===== src/rtl/instr_fetch_unit.sv =====
`default_nettype none
// ============================================================================
//  Module   : instr_fetch_unit
//  Purpose  : Owns the PC and the instruction-memory handshake. Each fetched
//             RV32I word is held for the decode stage until it is accepted.
//             Branch/jump redirects are honoured, including ones that arrive
//             while a memory request is still outstanding.
//  Options  : IFU_PERF_CNT_EN - build the fetch/stall performance counters;
//             when undefined both counter outputs are constant zero.
//  Revision : 1.0 - initial release
// ============================================================================
module instr_fetch_unit #(
   parameter logic [31:0] RESET_PC  = 32'h0000_0000,
   parameter logic [31:0] NOP_INSTR = 32'h0000_0013
) (
   input  logic        clk,
   input  logic        rst,
   output logic        imem_req,
   output logic [31:0] imem_addr,
   input  logic        imem_ack,
   input  logic [31:0] imem_rdata,
   output logic        instr_valid,
   output logic [31:0] instruction,
   output logic [31:0] pc,
   input  logic        instr_ready,
   input  logic        redirect_valid,
   input  logic [31:0] redirect_target,
   output logic [31:0] fetch_count,
   output logic [31:0] stall_count
);

   // FETCH: request outstanding, HOLD: word presented, DRAIN: waiting out a
   // request made obsolete by a redirect.
   typedef enum logic [1:0] {
      FETCH = 2'd0,
      HOLD  = 2'd1,
      DRAIN = 2'd2
   } state_t;

   state_t      state, state_next;
   logic [31:0] pc_reg, pc_next;
   logic [31:0] pend_reg, pend_next;
   logic [31:0] instr_reg, instr_next;
   logic        valid_reg, valid_next;
   logic [31:0] target_aligned;
   logic        unused_target_bits;

   // Low target bits are architecturally ignored; fetches are word aligned.
   assign target_aligned     = {redirect_target[31:2], 2'b00};
   assign unused_target_bits = ^redirect_target[1:0];

   // A request stays asserted in DRAIN so an issued fetch is never withdrawn.
   assign imem_req    = (state != HOLD);
   assign imem_addr   = pc_reg;
   assign pc          = pc_reg;
   assign instr_valid = valid_reg;
   assign instruction = instr_reg;

   // State and datapath registers; reset abandons any outstanding request.
   always_ff @(posedge clk) begin
      if (rst) begin
         state     <= FETCH;
         pc_reg    <= RESET_PC;
         pend_reg  <= RESET_PC;
         instr_reg <= NOP_INSTR;
         valid_reg <= 1'b0;
      end else begin
         state     <= state_next;
         pc_reg    <= pc_next;
         pend_reg  <= pend_next;
         instr_reg <= instr_next;
         valid_reg <= valid_next;
      end
   end

   // Next-state and datapath decisions; redirect outranks everything but rst.
   always_comb begin
      state_next = state;
      pc_next    = pc_reg;
      pend_next  = pend_reg;
      instr_next = instr_reg;
      valid_next = valid_reg;
      case (state)
         FETCH: begin
            if (redirect_valid) begin
               if (imem_ack) begin
                  // Returned word belongs to the old path: drop it.
                  pc_next = target_aligned;
               end else begin
                  pend_next  = target_aligned;
                  state_next = DRAIN;
               end
            end else if (imem_ack) begin
               instr_next = imem_rdata;
               valid_next = 1'b1;
               state_next = HOLD;
            end
         end
         HOLD: begin
            if (redirect_valid) begin
               pc_next    = target_aligned;
               valid_next = 1'b0;
               instr_next = NOP_INSTR;
               state_next = FETCH;
            end else if (instr_ready) begin
               pc_next    = pc_reg + 32'd4;
               valid_next = 1'b0;
               instr_next = NOP_INSTR;
               state_next = FETCH;
            end
         end
         DRAIN: begin
            // Later redirects replace the pending target; the latest wins,
            // even when it coincides with the draining ack.
            if (redirect_valid) begin
               pend_next = target_aligned;
            end
            if (imem_ack) begin
               pc_next    = redirect_valid ? target_aligned : pend_reg;
               state_next = FETCH;
            end
         end
         default: begin
            state_next = FETCH;
         end
      endcase
   end

`ifdef IFU_PERF_CNT_EN
   logic [31:0] fetch_cnt;
   logic [31:0] stall_cnt;

   // Count accepted instructions and memory wait cycles.
   always_ff @(posedge clk) begin
      if (rst) begin
         fetch_cnt <= 32'd0;
         stall_cnt <= 32'd0;
      end else begin
         if ((state == HOLD) && instr_ready && !redirect_valid) begin
            fetch_cnt <= fetch_cnt + 32'd1;
         end
         if (imem_req && !imem_ack) begin
            stall_cnt <= stall_cnt + 32'd1;
         end
      end
   end

   assign fetch_count = fetch_cnt;
   assign stall_count = stall_cnt;
`else
   assign fetch_count = 32'd0;
   assign stall_count = 32'd0;
`endif

endmodule
`default_nettype wire

===== config.mk =====
export PLATFORM = sky130hd
export DESIGN_NAME = instr_fetch_unit
export DESIGN_NICKNAME = d
export VERILOG_FILES = /design/src/rtl/instr_fetch_unit.sv
export SDC_FILE = /design/constraint.sdc
export NUM_CORES = 1
export LEC_CHECK = 0
export ABC_CLOCK_PERIOD_IN_PS = 2600
export BUFFER_PORTS_ARGS = -buffer_cell sky130_fd_sc_hd__clkbuf_2
export CAP_MARGIN = 10
export CORE_MARGIN = 2
export CORE_UTILIZATION = 24
export DETAILED_ROUTE_END_ITERATION = 12
export GPL_TIMING_DRIVEN = 1
export PLACE_DENSITY = 0.53
export SLEW_MARGIN = 0
export SYNTH_ARGS = -nofsm -noshare
export SYNTH_HDL_FRONTEND = slang
export SYNTH_SLANG_ARGS = --single-unit

===== constraint.sdc =====
create_clock -name clk -period 2.6 [get_ports clk]
set_input_delay 0.26 -clock clk [delete_from_list [all_inputs] [get_ports clk]]
set_output_delay 0.26 -clock clk [all_outputs]
set_load 0.01 [all_outputs]

==> flow_summary.yaml <==
drt:
  initialDrtViolationCount: 356
  drc: 0
  vias: 5846
  routed_wl_mm: 19.4
  firstDrtPassIters: 5
  detail_route.wl_per_cell_um: 15.6
  vias_per_cell: 4.69
  postRouteAntennaNets: 0
yosys:
  ys_seq_area_share_pct: 33.9
  synthArstFlopShare_pct: 0
  synthTopCellsByArea: "dfxtp_1, buf_4, nand2_1"
  synthTopCellsByCount: "nand2_1, dfxtp_1, buf_4"
  syn_avg_cell_area_um2: 7.56
  ys_types: 63
  synthFlopType: "dfxtp_1"
  synth_top_area_share_pct: 33.9
  synth_most_common_cell: "nand2_1"
  synth_cells: 773
  yosysTopAreaCell: "dfxtp_1"
  synth_seq_cells: 99
  yosysWarnings: 0
  syn_area_um2: 5840
  synth-edff-count: 0
timing:
  tightest_slew_ns: 0.583
  finalSetupViolations: 0
  maxSlewViolCount: 0
  setup_slack_ns: 0.289
  max_freq_ghz: 0.433
  grt_setup_unrepaired: "no"
  post-route-period-util_pct: 88.9
  hold_violations: 0
  fin_skew_ns: 0.00898
  fin_hold_ws_ns: 0.150
  min_period_ns: 2.31
  max_slew_margin_pct: 61.1
  fin_tns_setup_ns: 0
floorplan:
  die_x_um: 160
  chipHeight_um: 160
  rows: 57
  io_pins: 231
  die-area_um2: 25600
  initial_core_util_pct: 24.2
  core_um2: 24100
pwr:
  leakage_nw: 3.01
  comb_power_share_pct: 30.4
  p_per_area_nw_per_um2: 662
  p_sw_share_pct: 35.0
  p_clk_share_pct: 31.6
  p_sw_mw: 1.66
  vdd_drop_max_mv: 0.295
  p_seq_share_pct: 38.0
  power_mw: 4.76
  intPower_mw: 3.09
finish:
  fin_nets: 992
  multi_input_area_um2: 3140
  regArea_um2: 1980
  fin_cells: 1247
  area_growth_pct: 23.1
  final_layout_size_suffix_gt1_share_pct: 26.5
  fillers: 2657
  utilization_pct: 29.8
  diodes: 0
  finalInstanceArea_um2: 7190
min_path:
  hp-class: "input port to flop"
clock_tree:
  clk_latency_ns: 0.35
  tritoncts: "built"
  cts_max_path_buffers: 2
  h-tree-depth: 3
  cts.clk_slew.worst_paths_ns: 0.08
  numCtsBuffers: 9
  cts_sinks: 99
  cts-root-buf: "clkbuf_16"
  hold_buffers: 0
placement:
  hpwl_mm: 13.9
  portBuffers: 164
  pre_cts_ws_ns: 0.158
  placed_area_um2: 6860
  routabilityCongestion: 0.784
  numPlacedInstances: 1231
worst_setup_path:
  critPathKind: "flop to flop"
  cp.arrival_ns: 2.59
  crit_required_ns: 2.88
  start_kind: "flop"
  end_kind: "flop"
  critPathMaxFanout: 14
status:
  status: "finished, final reports clean"
global_route:
  antenna_found_initial: 0
  gr-usage-all-layers_pct: 14.8
  grt_max_degree: 52
  grt_pass1_vias: 5300
  overflow: 0
  grt_pass1_wl_mm: 30.3
run:
  drv_cap: 0
[worst paths after layout]
path	endpoint	cells past startpoint	slack (ns)	startpoint
max	imem_addr[29]$_SDFFE_PP0P_	9	0.29	state[0]$_SDFFE_PP0P_
min	instruction[3]$_SDFFE_PP0P_	3	0.15	imem_rdata[3]
max reg2reg	imem_addr[29]$_SDFFE_PP0P_	9	0.29	state[0]$_SDFFE_PP0P_
min reg2reg	instruction[23]$_SDFFE_PP0P_	2	0.45	instruction[23]$_SDFFE_PP0P_
[layout by cell type, fill, tap and decap left out, types with 4 or more instances in the layout]
| master | n |
|---|---|
| or4_1 | 4 |
| nor3_1 | 24 |
| mux2i_1 | 6 |
| a22oi_1 | 7 |
| and3_1 | 6 |
| xnor2_1 | 5 |
| a221oi_1 | 5 |
| nand4_1 | 13 |
| o22ai_1 | 8 |
| clkbuf_2 | 163 |
| nor4_1 | 13 |
| o31ai_1 | 4 |
| nor2_1 | 31 |
| nand2_1 | 117 |
| a22o_1 | 21 |
| a31oi_1 | 5 |
| and4_1 | 4 |
| o2111ai_1 | 4 |
| buf_4 | 49 |
| clkbuf_16 | 9 |
| buf_12 | 5 |
| conb_1 | 64 |
| dfxtp_1 | 99 |
| a21oi_1 | 77 |
| inv_1 | 15 |
| a211oi_1 | 5 |
| nand3_1 | 46 |
| o21ai_0 | 38 |
| ha_1 | 5 |
| or3_1 | 8 |
| nand2b_1 | 5 |
[timing repair]
action,in CTS,in global routing
setup endpoints to repair,0,1
setup buffers,0,0
resized for setup,0,1
[power groups by stage]
stage               Sequential, mW  Combinational, mW  Clock (mW)
floorplan                     1.89              0.873           0
global placement              1.84               1.44           0
detailed placement            1.84               1.44           0
CTS                           1.81               1.45        1.56
global route                  1.83               1.59        1.60
finish                        1.81               1.45        1.51
[critical path, cell delays in order (launching register included)]
cell and delay [ns]:
dfxtp_1 0.39, inv_1 0.08, ha_1 0.62, inv_1 0.11, buf_4 0.20, nor3_2 0.14
buf_4 0.25, a22o_1 0.18, nand2_1 0.05, a41oi_1 0.21
[cell families after synthesis]
logic type | count (synthesis) | synth area share [%]
xor gates and xnor gates | 7 | 1.05
muxes | 7 | 1.22
DFF | 99 | 33.9
buffers and inverters | 161 | 16.7
other | 1 | 0.0642
and+or+nand+nor | 292 | 24.4
adders and majority gates | 5 | 1.07
AOI/OAI and AO/OA | 201 | 21.7
[metal layers]
layer  part of all wire, %  wire, um  vias up  global-route usage (%)
met1                    47      9100     2733                    20.3
met4                   1.7       334        0                    4.83
li1                      -         -     2888                       -
met3                   5.6      1080       21                    2.47
met5                     0         0        -                       0
met2                    46      8930      204                    23.9
[layout make-up]
cell class                 instances  share of cell area [%]
sequential                        99                    27.6
tap                              324                    5.64
inverter                          15                   0.783
clock buffer                       9                    3.13
multi-input combinational        576                    43.7
clock inverter                     7                    1.37
timing repair buffer             217                    17.9
Note: power is estimated with default switching activity, not from simulation.
